## src/rtl/intr_ctrl.sv

```systemverilog
// Multi-channel vectored interrupt controller: edge-detected, maskable, fixed-priority
// requests with a req/ack/ret handshake. Define INTC_NESTING_EN to allow nested preemption.
module intr_ctrl #(
    parameter  int NUM_CH   = 4,
    parameter  int DATA_W   = 8,
    parameter  int VEC_BASE = 1,
    localparam int ID_W     = (NUM_CH > 1) ? $clog2(NUM_CH) : 1
) (
    input  logic              clk,
    input  logic              reset,
    input  logic [NUM_CH-1:0] irq,
    input  logic              mask_we,
    input  logic [NUM_CH-1:0] mask_wdata,
    input  logic              intr_ack,
    input  logic              intr_ret,
    output logic              intr_req,
    output logic [ID_W-1:0]   intr_id,
    output logic [DATA_W-1:0] intr_vec,
    output logic [NUM_CH-1:0] pending,
    output logic [NUM_CH-1:0] in_service,
    output logic              busy
);

    typedef enum logic [1:0] {
        IDLE    = 2'd0,
        REQ     = 2'd1,
        SERVICE = 2'd2
    } state_t;

    state_t              r_state;
    state_t              w_stateNext;
    logic [NUM_CH-1:0]   r_irqQ;
    logic [NUM_CH-1:0]   r_pending;
    logic [NUM_CH-1:0]   r_mask;
    logic [NUM_CH-1:0]   r_inService;
    logic [ID_W-1:0]     r_id;
    logic [DATA_W-1:0]   r_vec;

    logic [NUM_CH-1:0]   w_edge;
    logic [NUM_CH-1:0]   w_cand;
    logic                w_candValid;
    logic [ID_W-1:0]     w_candIdx;
    logic [NUM_CH-1:0]   w_svcLowHot;
    logic [NUM_CH-1:0]   w_ackHot;
    logic                w_ackFire;
    logic                w_retFire;
    logic                w_eligible;
    logic                w_load;
    logic [NUM_CH-1:0]   w_pendingNext;
    logic [NUM_CH-1:0]   w_inServiceNext;
`ifdef INTC_NESTING_EN
    logic [ID_W-1:0]     w_svcLowIdx;
`endif

    assign w_edge    = irq & ~r_irqQ;
    assign w_cand    = r_pending & r_mask;
    assign w_ackFire = intr_ack && (r_state == REQ);
    assign w_retFire = intr_ret && (r_inService != '0);
    assign w_ackHot  = NUM_CH'(1) << r_id;

    // Lowest-index candidate and lowest-index in-service channel (the one RTI retires).
    always_comb begin
        w_candValid = 1'b0;
        w_candIdx   = '0;
        w_svcLowHot = '0;
`ifdef INTC_NESTING_EN
        w_svcLowIdx = '0;
`endif
        for (int i = NUM_CH - 1; i >= 0; i--) begin
            if (w_cand[i]) begin
                w_candValid = 1'b1;
                w_candIdx   = ID_W'(i);
            end
            if (r_inService[i]) begin
                w_svcLowHot = NUM_CH'(1) << i;
`ifdef INTC_NESTING_EN
                w_svcLowIdx = ID_W'(i);
`endif
            end
        end
    end

`ifdef INTC_NESTING_EN
    assign w_eligible = w_candValid && ((r_inService == '0) || (w_candIdx < w_svcLowIdx));
`else
    assign w_eligible = w_candValid && (r_inService == '0);
`endif

    // Return clears before ack sets; a fresh edge beats the ack clear.
    assign w_inServiceNext = (r_inService & ~(w_retFire ? w_svcLowHot : '0))
                           | (w_ackFire ? w_ackHot : '0);
    assign w_pendingNext   = (r_pending & ~(w_ackFire ? w_ackHot : '0)) | w_edge;

    always_comb begin
        w_stateNext = r_state;
        w_load      = 1'b0;
        case (r_state)
            IDLE: begin
                if (w_eligible) begin
                    w_stateNext = REQ;
                    w_load      = 1'b1;
                end
            end
            REQ: begin
                if (w_ackFire) begin
                    w_stateNext = SERVICE;
                end
            end
            SERVICE: begin
                if (w_eligible) begin
                    w_stateNext = REQ;
                    w_load      = 1'b1;
                end else if (w_inServiceNext == '0) begin
                    w_stateNext = IDLE;
                end
            end
            default: w_stateNext = IDLE;
        endcase
    end

    always_ff @(posedge clk or negedge reset) begin
        if (!reset) begin
            r_state     <= IDLE;
            r_irqQ      <= '0;
            r_pending   <= '0;
            r_mask      <= '1;
            r_inService <= '0;
            r_id        <= '0;
            r_vec       <= '0;
        end else begin
            r_state     <= w_stateNext;
            r_irqQ      <= irq;
            r_pending   <= w_pendingNext;
            r_inService <= w_inServiceNext;
            if (mask_we) begin
                r_mask <= mask_wdata;
            end
            if (w_load) begin
                r_id  <= w_candIdx;
                r_vec <= DATA_W'(VEC_BASE) + DATA_W'(w_candIdx);
            end
        end
    end

    assign intr_req   = (r_state == REQ);
    assign intr_id    = r_id;
    assign intr_vec   = r_vec;
    assign pending    = r_pending;
    assign in_service = r_inService;
    assign busy       = |r_inService;

endmodule

```

## config.mk

```make
export PLATFORM = sky130hd
export DESIGN_NAME = intr_ctrl
export DESIGN_NICKNAME = d
export VERILOG_FILES = /design/src/rtl/intr_ctrl.sv
export SDC_FILE = /design/constraint.sdc
export NUM_CORES = 1
export LEC_CHECK = 0
export ABC_CLOCK_PERIOD_IN_PS = 2600
export BUFFER_PORTS_ARGS = -buffer_cell sky130_fd_sc_hd__clkbuf_2
export CAP_MARGIN = 10
export CORE_UTILIZATION = 48
export DETAILED_ROUTE_END_ITERATION = 12
export PLACE_DENSITY = 0.8
export SYNTH_ARGS = -nofsm -noshare
export SYNTH_HDL_FRONTEND = slang
export SYNTH_SLANG_ARGS = --single-unit
export TNS_END_PERCENT = 30
```

## constraint.sdc

```tcl
create_clock -name clk -period 2.6 [get_ports clk]
set_input_delay 0.26 -clock clk [delete_from_list [all_inputs] [get_ports clk]]
set_output_delay 0.26 -clock clk [all_outputs]
set_load 0.01 [all_outputs]
```

; ---- Word level (Yosys, flattened, before mapping)
; Index checks and enable logic that the tools add are counted.
[op_classes]
n_addsub = 1
eq_ne = 5
shifts = 1
mux = 21
bitwise_logic = 9
n_reduce_logical = 10
[op_table]
columns = cell, n
row1 = two-way mux 4 bit, 6
row2 = AND 4 bit, 4
row3 = two-way mux 2 bit, 8
row4 = inverter 4 bit, 3
row5 = zero test 4 bit, 2
row6 = bitwise OR 4 bit, 2
row7 = two-way mux 1 bit, 6
row8 = case mux 2 bit (3 select lines), 1
row9 = nonzero test 4 bit, 1
row10 = OR reduction 4 bit, 1
row11 = left shift 1 x 2 -> 4 bit (first input constant), 1
row12 = adder 1 x 2 -> 3 bit (first input constant), 1
row13 = logical AND 1 bit, 3
row14 = inequality test 3 bit (second input constant), 1
row15 = AND reduction 3 bit, 1
row16 = equality test 2 x 1 -> 1 bit (second input constant), 1
row17 = equality test 2 bit (second input constant), 1
row18 = zero test 2 bit, 1
row19 = inequality test 2 x 1 -> 1 bit (second input constant), 1
row20 = inequality test 2 bit (second input constant), 1
row21 = OR reduction 2 bit, 1
[word_totals]
reg_bits = 28
output_inout_bits = 20
word_cells = 54

; ---- Depth between registers and ports, before layout
; Gate-level depths: netlist (run 1).
[depth]
ltp_word = 12
depth_mapped = 5
ltp_nobuf = 5

; ---- Worst setup path before layout (run 1)
; OpenSTA, ideal clock, no wires.
[synth_timing]
path_kind = reg-to-reg
startpoint = reg r_inService[3] (netlist: in_service[3])
endpoint = reg r_vec[0] (netlist: intr_vec[0])
setup_time_ns = 0.119
t_arrival_ns = 1.767
t_required_ns = 2.481
setup_slack_ns = 0.714
stages_incl_launch_ff = 5
cell_sequence = dfrtp_1 -> or4_4 -> a211oi_4 -> or3b_1 -> o21a_1
[synth_between]
elab_chain_cells = 4
[synth_lines]
columns = item, line
row1 = start: declaration, 35  ; logic [NUM_CH-1:0] r_inService;
row2 = start signal: assignment, 134  ; r_inService <= w_inServiceNext;
row3 = zero test 4 bit, 86  ; assign w_eligible = w_candValid && (r_inService == '0);
row4 = logical AND 1 bit, 86
row5 = two-way mux 1 bit, "99, 110"
row6 = two-way mux 1 bit, -
row7 = end signal: assignment, 140  ; r_vec <= DATA_W'(VEC_BASE) + DATA_W'(w_candIdx);
row8 = end: declaration, 37  ; logic [DATA_W-1:0] r_vec;
; Every way passes these cells.
; A chain may end at the register's enable or synchronous reset.

; ---- Final worst setup path (run 1)
[layout_timing]
startpoint = reg r_inService[2] (netlist: in_service[2])
endpoint = reg r_vec[0] (netlist: intr_vec[0])
; The elaborated chain is that of the path after synthesis.

==> results of run 1 <==
## critical path, stage by stage, from the launching register on
cell      delay (ns)
dfrtp_1         0.44
or4_4           0.57
a211oi_4        0.30
or3b_1          0.40
o21a_1          0.11
## worst max path at each step
stage | startpoint | to | slack [ns] | cells past startpoint
6_report | in_service[2]$_DFF_PN0_ | intr_vec[0]$_DFFE_PN0P_ | 0.69 | 4
5_1_grt | in_service[2]$_DFF_PN0_ | intr_vec[0]$_DFFE_PN0P_ | 0.61 | 4
4_1_cts | in_service[2]$_DFF_PN0_ | intr_vec[0]$_DFFE_PN0P_ | 0.68 | 4
3_5_place_dp | in_service[2]$_DFF_PN0_ | intr_vec[0]$_DFFE_PN0P_ | 0.70 | 4
3_3_place_gp | in_service[3]$_DFF_PN0_ | intr_vec[0]$_DFFE_PN0P_ | 0.72 | 4
2_1_floorplan | in_service[3]$_DFF_PN0_ | intr_vec[0]$_DFFE_PN0P_ | 0.71 | 4
## through the flow
step	cells	utilization
3_5_place_dp	141	0.585
4_1_cts	146	0.603
3_3_place_gp	141	0.585
5_1_grt	146	0.603
2_1_floorplan	92	-
6_report	146	0.603
## kinds of logic after synthesis
group / synth area share
fa+ha+maj: 0.0124
buf+inv: 0.0742
other cells: 0.00370
mux: 0.0779
compound gates: 0.136
flops: 0.574
simple gates: 0.122
## where the power goes
part	leakage, nW	switching [mW]	internal, mW	total, mW
combinational	0.344	0.261	0.247	0.508
clock	0.0150	0.0979	0.0598	0.158
sequential	0.268	0.101	0.462	0.563
total	0.627	0.460	0.769	1.23
## flip-flops by register name, indices dropped and copies added, names as in the netlist
| signal | count |
|---|---|
| r_irqQ | 4 |
| r_state | 2 |
| r_mask | 4 |
| pending | 4 |
| in_service | 4 |
| intr_vec | 3 |
| intr_id | 2 |
## routing by layer
| metal | share of wire | vias to the layer above | track usage |
|---|---|---|---|
| met4 | 0.0068 | 0 | 0.0833 |
| met5 | 0 | - | 0 |
| li1 | - | 356 | - |
| met1 | 0.46 | 339 | 0.234 |
| met3 | 0.041 | 2 | 0.0340 |
| met2 | 0.49 | 24 | 0.262 |
## placed cells by master, fill, tap and decap left out, types with 3 or more instances in the layout
master,n
clkbuf_2,27
clkbuf_4,3
conb_1,5
dfrtp_1,19
dfstp_2,4
inv_1,10
mux2_2,7
nand2_1,9
nor2b_1,3
o21ai_0,4
## area by class of cell
cell class,instances,share of cell area
flip-flops and latches,23,0.486
multi-input cells,54,0.311
repair buffers,28,0.121
inverters,10,0.0314
well taps,27,0.0283
clock buffers,4,0.0220
==> results.py, run 1 <==
metrics = {
    "sta": {
        "worst_slack_ns": 0.693,
        "setup_viol": 0,
        "fin_skew_ns": 0.00291,
        "whs_ns": 0.0712,
        "rsz0062_at_grt": "no",
        "fmax_ghz": 0.524,
        "finalCriticalPeriod_ns": 1.91,
        "maxSlewViolCount": 0,
        "hold_viol": 0,
        "relSlewSlack": 0.636,
        "tightest_slew_ns": 0.545,
        "post-route-period-util": 0.734,
        "tns_ns": 0,
    },
    "die": {
        "core-area_mm2": 0.00198,
        "die_w_um": 47.9,
        "start_util": 0.511,
        "die-area_mm2": 0.00230,
        "die_height_um": 47.9,
        "row_count": 16,
        "pin_count": 33,
    },
    "worst_setup_path": {
        "critical_path.reg2reg.startpoint": "in_service[2]$_DFF_PN0_",
        "cp_data_arrival_time_ns": 2.11,
        "rr_endpoint": "intr_vec[0]$_DFFE_PN0P_",
        "cp_max_fo": 7,
        "rr_worst_depth": 4,
        "cp.required_ns": 2.81,
        "cp-start-kind": "flop",
        "path_class": "flop to flop",
        "cp-end-kind": "flop",
        "r2r_slack_ns": 0.69,
    },
    "clock_network": {
        "post_cts_resized": 0,
        "postCtsSetupBuffers": 0,
        "hold_buffers": 1,
        "numCtsBuffers": 3,
        "cts-root-buf": "clkbuf_4",
        "clockBufferDepth": 2,
        "clk_latency_ns": 0.30,
        "cts_tree": "yes",
        "cts_sinks": 23,
        "htree_levels": 1,
        "clkTransAtPathRegs_ns": 0.12,
    },
    "logic_synthesis": {
        "synth_top_area_cell": "dfrtp_1",
        "synth_edf_count": 0,
        "yosysTopAreaCellShare": 0.470,
        "netlist_top_cells_area": "dfrtp_1, dfstp_2, mux2_2",
        "synth_area_per_cell_um2": 11.5,
        "synth_area_mm2": 0.00101,
        "synth_top_cells_by_count": "dfrtp_1, inv_1, nand2_1",
        "ys_types": 30,
        "ys_ff_latch": 23,
        "async_flop_share": 1.00,
        "ys_seq_area_frac": 0.574,
        "ys_warn_count": 0,
        "ys.flop_type": "dfrtp_1",
        "synthCells": 88,
        "yosysMostFrequentCell": "dfrtp_1",
    },
    "detailed_routing": {
        "ant_nets": 0,
        "drc": 0,
        "detail_route.vias_per_cell": 4.94,
        "wl_per_cell_um": 12.0,
        "wirelength_mm": 1.75,
        "drt-pass1-iter-count": 4,
        "drtIter0Drc": 11,
        "vias": 721,
    },
    "placed_design": {
        "post-dp-hpwl_mm": 1.35,
        "numPortBuffers": 27,
        "dpl_cell_area_mm2": 0.00116,
        "gp_congestion": 0.737,
        "dpl_worst_slack_ns": 0.702,
    },
    "worst_hold_path": {
        "whs_endpoint": "r_irqQ[2]$_DFF_PN0_",
        "min_from": "irq[2]",
        "hp-class": "input pin to flop",
        "worstHoldPathCells": 1,
    },
    "global_routing": {
        "grt_pass1_wl_mm": 2.64,
        "grt_use_total": 0.172,
        "grt_pass1_vias": 608,
        "antenna_found_initial": 0,
        "grt_max_degree": 24,
        "grt_overflow": 0,
    },
    "power_and_ir_drop": {
        "peakVddDrop_v": 0.000507,
        "leakage_nw": 0.627,
        "p_total_mw": 1.23,
        "pwr_density_cell_mw_per_mm2": 1030,
    },
    "final_layout": {
        "nFillCells": 163,
        "drive_gt1_frac": 0.370,
        "num-nets-final": 134,
        "seq_area_um2": 581,
        "final_cell_area_mm2": 0.00119,
        "multiInputGateArea_um2": 372,
        "area_delta_synth_final_pct": 18.0,
        "n_antenna_cell": 0,
    },
    "flow_run": {
        "maxCapViolations": 0,
    },
    "run_status": {
        "status": "finished, final reports clean",
    },
}
Note: power is estimated with default switching activity, not from simulation.
==> inputs of run 2 (changes only) <==
--- a/config.mk
+++ b/config.mk
@@ -5,12 +5,12 @@
 export SDC_FILE = /design/constraint.sdc
 export NUM_CORES = 1
 export LEC_CHECK = 0
-export ABC_CLOCK_PERIOD_IN_PS = 2600
+export ABC_CLOCK_PERIOD_IN_PS = 1600
 export BUFFER_PORTS_ARGS = -buffer_cell sky130_fd_sc_hd__clkbuf_2
 export CAP_MARGIN = 10
-export CORE_UTILIZATION = 48
+export CORE_UTILIZATION = 44
 export DETAILED_ROUTE_END_ITERATION = 12
-export PLACE_DENSITY = 0.8
+export PLACE_DENSITY = 0.78
 export SYNTH_ARGS = -nofsm -noshare
 export SYNTH_HDL_FRONTEND = slang
 export SYNTH_SLANG_ARGS = --single-unit
==> constraint.sdc (replaced) <==
create_clock -name clk -period 1.6 [get_ports clk]
set_input_delay 0.16 -clock clk [delete_from_list [all_inputs] [get_ports clk]]
set_output_delay 0.16 -clock clk [all_outputs]
set_load 0.01 [all_outputs]
==> results.py, run 2 (synthesis gave the netlist of run 1 again) <==
metrics = {
    "detailed_routing": {
        "drc": 0,
        "wirelength_mm": 1.98,
        "ant_nets": 0,
        "detail_route.vias_per_cell": 4.93,
        "drtIter0Drc": 16,
        "wl_per_cell_um": 12.2,
        "drt-pass1-iter-count": 4,
        "vias": 798,
    },
    "power_and_ir_drop": {
        "leakage_nw": 0.705,
        "seqPwrFrac": 0.388,
        "pwr_density_cell_mw_per_mm2": 1690,
        "p_int_mw": 1.43,
        "power_switching_mw": 0.821,
        "combPwrFrac": 0.494,
        "pwr-share-clk": 0.118,
        "switching_share": 0.364,
        "peakVddDrop_v": 0.000867,
    },
    "die": {
        "pin_count": 33,
        "row_count": 17,
        "die_w_um": 50.0,
        "die_height_um": 50.0,
        "die-area_mm2": 0.00250,
        "core-area_mm2": 0.00219,
        "start_util": 0.462,
    },
    "global_routing": {
        "grt_pass1_wl_mm": 3.30,
        "grt_max_degree": 24,
        "antenna_found_initial": 0,
        "grt_use_total": 0.180,
        "grt_pass1_vias": 782,
        "grt_overflow": 0,
    },
    "clock_network": {
        "clk_latency_ns": 0.31,
        "htree_levels": 1,
        "cts-root-buf": "clkbuf_4",
        "clkTransAtPathRegs_ns": 0.12,
        "numCtsBuffers": 3,
        "cts_sinks": 23,
        "cts_tree": "yes",
        "postCtsSetupBuffers": 0,
        "clockBufferDepth": 2,
    },
    "final_layout": {
        "nFillCells": 197,
        "final_cell_area_mm2": 0.00133,
        "num-nets-final": 149,
        "drive_gt1_frac": 0.410,
        "area_delta_synth_final_pct": 31.4,
        "layout_commonest_cell": "clkbuf_2",
        "final_cell_mix": "clkbuf_2, dfrtp_1, inv_1, buf_4, nand2_1",
        "n_antenna_cell": 0,
    },
    "sta": {
        "maxSlewViolCount": 0,
        "hold_viol": 0,
        "post-route-period-util": 1.08,
        "worst_slack_ns": -0.134,
        "relSlewSlack": 0.627,
        "tns_ns": -0.603,
        "tightest_slew_ns": 0.559,
        "fmax_ghz": 0.577,
        "fin_skew_ns": 0.00152,
        "setup_viol": 6,
        "rsz0062_at_grt": "yes",
        "finalCriticalPeriod_ns": 1.73,
    },
    "worst_setup_path": {
        "slowest_stage": "or4_4",
        "crit_chain": "or4_4, a211oi_4, or3b_1, o21a_1",
        "cp_data_arrival_time_ns": 1.95,
        "path_class": "flop to flop",
        "cp.required_ns": 1.81,
        "cpPeakStageDelay_ns": 0.55,
        "cp-start-kind": "flop",
        "cp_max_fo": 2,
        "rr_worst_depth": 4,
        "crit_buf_inv": 0,
        "cp.depth": 4,
        "crit_family": "simple AND/OR/NAND/NOR gates",
        "cp-end-kind": "flop",
    },
    "placed_design": {
        "numPortBuffers": 27,
        "gp_congestion": 0.826,
        "dpl_cell_area_mm2": 0.00124,
        "post-dp-hpwl_mm": 1.53,
    },
    "worst_hold_path": {
        "hp-class": "input pin to flop",
        "worstHoldPathCells": 2,
    },
    "flow_run": {
        "maxCapViolations": 0,
    },
    "run_status": {
        "violations": "setup timing",
        "status": "complete, but fails checks",
    },
}
run 2: cell types whose count changed in the layout (fill, tap and decap cells not counted), sizes merged:
cell         previous run  this run
buf                     0        11
dlygate4sd3             1         5
run 2: power groups by stage:
stage | registers, mW | clock network [mW] | logic (mW)
final | 0.876 | 0.265 | 1.11
after global routing | 0.899 | 0.290 | 1.21
after CTS | 0.875 | 0.271 | 1.07
after detailed placement | 0.886 | 0 | 1.06
after global placement | 0.878 | 0 | 1.03
after floorplan | 0.954 | 0 | 0.518
run 2: final cells by class:
cell class | count | area, µm² | area share
sequential | 23 | 581 | 0.436
clock buffer | 4 | 26.3 | 0.0198
multi-input combinational | 54 | 379 | 0.285
tap | 28 | 35.0 | 0.0263
timing repair buffer | 43 | 272 | 0.204
inverter | 10 | 37.5 | 0.0282
run 2: path summary, 6_finish.rpt:
kind / from / to / slack (ns)
worst max register to register: in_service[3]$_DFF_PN0_ / intr_vec[0]$_DFFE_PN0P_ / -0.13
worst min-delay path: mask_wdata[3] / r_mask[3]$_DFFE_PN1P_ / 0.07
max in group asynchronous: reset / r_mask[1]$_DFFE_PN1P_ / 0.87
min in group asynchronous: reset / r_irqQ[2]$_DFF_PN0_ / 0.35
worst min register to register: r_irqQ[3]$_DFF_PN0_ / pending[3]$_DFF_PN0_ / 0.43
worst max-delay path: in_service[3]$_DFF_PN0_ / intr_vec[0]$_DFFE_PN0P_ / -0.13
run 2: per-layer routing:
metal / vias to the layer above / global-route usage / share of wire
li1: 386 / - / -
met1: 378 / 0.225 / 0.47
met2: 32 / 0.297 / 0.48
met3: 2 / 0.0247 / 0.038
met4: 0 / 0.100 / 0.0096
met5: - / 0 / 0
run 2: timing repair:
| action | 4_1_cts | 5_1_grt |
|---|---|---|
| gates resized for setup | 0 | 3 |
| setup endpoints to repair | 6 | 6 |
| hold buffers | 5 | 0 |
| endpoints found under the hold margin | 23 | 0 |
run 2: stage by stage:
stage	utilization	instances	power (mW)	setup slack [ns]	hold slack [ns]
floorplan	-	92	1.47	-0.286	-0.136
global placement	0.567	153	1.90	-0.0860	0.163
detailed placement	0.567	153	1.94	-0.120	0.171
CTS	0.602	162	2.21	-0.138	0.0683
global route	0.607	162	2.40	-0.178	0.0649
finish	0.607	162	2.25	-0.134	0.0730
==> inputs of run 3 (changes only) <==
--- a/config.mk
+++ b/config.mk
@@ -5,12 +5,12 @@
 export SDC_FILE = /design/constraint.sdc
 export NUM_CORES = 1
 export LEC_CHECK = 0
-export ABC_CLOCK_PERIOD_IN_PS = 1600
+export ABC_CLOCK_PERIOD_IN_PS = 2100
 export BUFFER_PORTS_ARGS = -buffer_cell sky130_fd_sc_hd__clkbuf_2
 export CAP_MARGIN = 10
-export CORE_UTILIZATION = 44
+export CORE_UTILIZATION = 50
 export DETAILED_ROUTE_END_ITERATION = 12
-export PLACE_DENSITY = 0.78
+export PLACE_DENSITY = 0.83
 export SYNTH_ARGS = -nofsm -noshare
 export SYNTH_HDL_FRONTEND = slang
 export SYNTH_SLANG_ARGS = --single-unit
==> constraint.sdc (replaced) <==
create_clock -name clk -period 2.1 [get_ports clk]
set_input_delay 0.21 -clock clk [delete_from_list [all_inputs] [get_ports clk]]
set_output_delay 0.21 -clock clk [all_outputs]
set_load 0.01 [all_outputs]
==> results.py, run 3 (synthesis gave the netlist of run 1 again) <==
metrics = {
    "sta": {
        "post-route-period-util": 0.861,
        "tightest_slew_ns": 0.555,
        "setup_viol": 0,
        "relSlewSlack": 0.630,
        "hold_viol": 0,
        "fin_skew_ns": 0.00421,
        "fmax_ghz": 0.553,
        "rsz0062_at_grt": "no",
        "maxSlewViolCount": 0,
        "finalCriticalPeriod_ns": 1.81,
        "tns_ns": 0,
    },
    "power_and_ir_drop": {
        "seqPwrFrac": 0.449,
        "pwr_density_cell_mw_per_mm2": 1290,
        "leakage_nw": 0.637,
        "power_switching_mw": 0.577,
        "pwr-share-clk": 0.123,
        "p_int_mw": 0.979,
        "combPwrFrac": 0.428,
        "switching_share": 0.371,
        "peakVddDrop_v": 0.000649,
    },
    "final_layout": {
        "nFillCells": 144,
        "final_cells": 146,
        "n_antenna_cell": 0,
        "num-nets-final": 136,
        "area_delta_synth_final_pct": 19.3,
        "final_cell_mix": "clkbuf_2, dfrtp_1, inv_1, nand2_1, mux2_2",
        "drive_gt1_frac": 0.380,
        "layout_commonest_cell": "clkbuf_2",
        "multiInputGateArea_um2": 372,
        "seq_area_um2": 581,
    },
    "clock_network": {
        "cts-root-buf": "clkbuf_4",
        "cts_tree": "yes",
        "cts_sinks": 23,
        "htree_levels": 1,
        "clockBufferDepth": 2,
        "post_cts_resized": 0,
        "clkTransAtPathRegs_ns": 0.11,
        "clk_latency_ns": 0.30,
        "postCtsSetupBuffers": 0,
        "hold_buffers": 1,
        "numCtsBuffers": 3,
    },
    "detailed_routing": {
        "route.layer.met1.wl_um": 826,
        "route.met3.wl_um": 103,
        "drc": 0,
        "wl_per_cell_um": 12.4,
        "drt-pass1-iter-count": 4,
        "met2_length_um": 851,
        "ant_nets": 0,
        "vias": 771,
        "drtIter0Drc": 16,
        "detail_route.vias_per_cell": 5.28,
        "wirelength_mm": 1.81,
        "route.top_layer_used": "met4",
    },
    "flow_run": {
        "maxCapViolations": 0,
    },
    "global_routing": {
        "antenna_found_initial": 0,
        "grt_pass1_vias": 708,
        "grt_pass1_wl_mm": 3.04,
        "grt_max_degree": 24,
        "grt_use_total": 0.200,
        "grt_overflow": 0,
    },
    "placed_design": {
        "gp_congestion": 0.797,
        "numPortBuffers": 27,
        "dp_cells": 141,
        "post-dp-hpwl_mm": 1.44,
    },
    "worst_setup_path": {
        "cp-start-kind": "flop",
        "cp_data_arrival_time_ns": 2.00,
        "path_class": "flop to flop",
        "cp-end-kind": "flop",
        "cp_max_fo": 6,
        "cp.required_ns": 2.29,
    },
    "run_status": {
        "status": "finished, final reports clean",
    },
    "worst_hold_path": {
        "hp-class": "input pin to flop",
    },
    "die": {
        "die-area_mm2": 0.00221,
        "core-area_mm2": 0.00180,
        "die_height_um": 47.0,
        "row_count": 15,
        "pin_count": 33,
        "die_w_um": 47.0,
        "start_util": 0.562,
    },
}
run 3: final timing paths:
| kind | start | endpoint | slack [ns] | cells past startpoint |
|---|---|---|---|---|
| worst max register to register | in_service[3]$_DFF_PN0_ | intr_vec[1]$_DFFE_PN0P_ | 0.29 | 4 |
| worst min register to register | r_irqQ[0]$_DFF_PN0_ | pending[0]$_DFF_PN0_ | 0.44 | 1 |
| worst min-delay path | irq[1] | r_irqQ[1]$_DFF_PN0_ | 0.02 | 1 |
| max in group asynchronous | reset | r_mask[0]$_DFFE_PN1P_ | 1.31 | 2 |
| min in group asynchronous | reset | in_service[2]$_DFF_PN0_ | 0.41 | 2 |
| worst max-delay path | in_service[3]$_DFF_PN0_ | intr_vec[1]$_DFFE_PN0P_ | 0.29 | 4 |
run 3: through the flow:
stage / util / power (mW) / worst slack (ns) / area, µm² / hold WS, ns
after global routing: 0.670 / 1.67 / 0.234 / 1210 / 0.0117
after floorplan: - / 1.12 / 0.214 / 1030 / -0.0856
after detailed placement: 0.650 / 1.38 / 0.306 / 1170 / 0.220
after CTS: 0.670 / 1.57 / 0.287 / 1210 / 0.0150
final: 0.670 / 1.56 / 0.291 / 1210 / 0.0244
after global placement: 0.650 / 1.35 / 0.362 / 1170 / 0.215
run 3: layer usage:
layer	track usage	vias up
met4	0.0857	0
met3	0.0231	4
met2	0.333	37
li1	-	364
met5	0	-
met1	0.266	366
run 3: final cells by class:
| type | instances | area share |
|---|---|---|
| sequential | 23 | 0.481 |
| timing repair buffer | 30 | 0.133 |
| tap | 25 | 0.0259 |
| clock buffer | 4 | 0.0218 |
| multi-input combinational | 54 | 0.308 |
| inverter | 10 | 0.0311 |
run 3: power by group through the flow:
stage / sequential, mW / clock, mW / combinational (mW)
global route: 0.720 / 0.209 / 0.744
global placement: 0.697 / 0 / 0.653
finish: 0.699 / 0.191 / 0.666
floorplan: 0.727 / 0 / 0.395
detailed placement: 0.706 / 0 / 0.671
CTS: 0.697 / 0.198 / 0.675
run 3: worst max-delay path, cell delays in order, from the launching register on:
cell	delay [ns]
dfrtp_1	0.42
or4_4	0.58
a211oi_4	0.19
buf_4	0.18
mux2_2	0.33
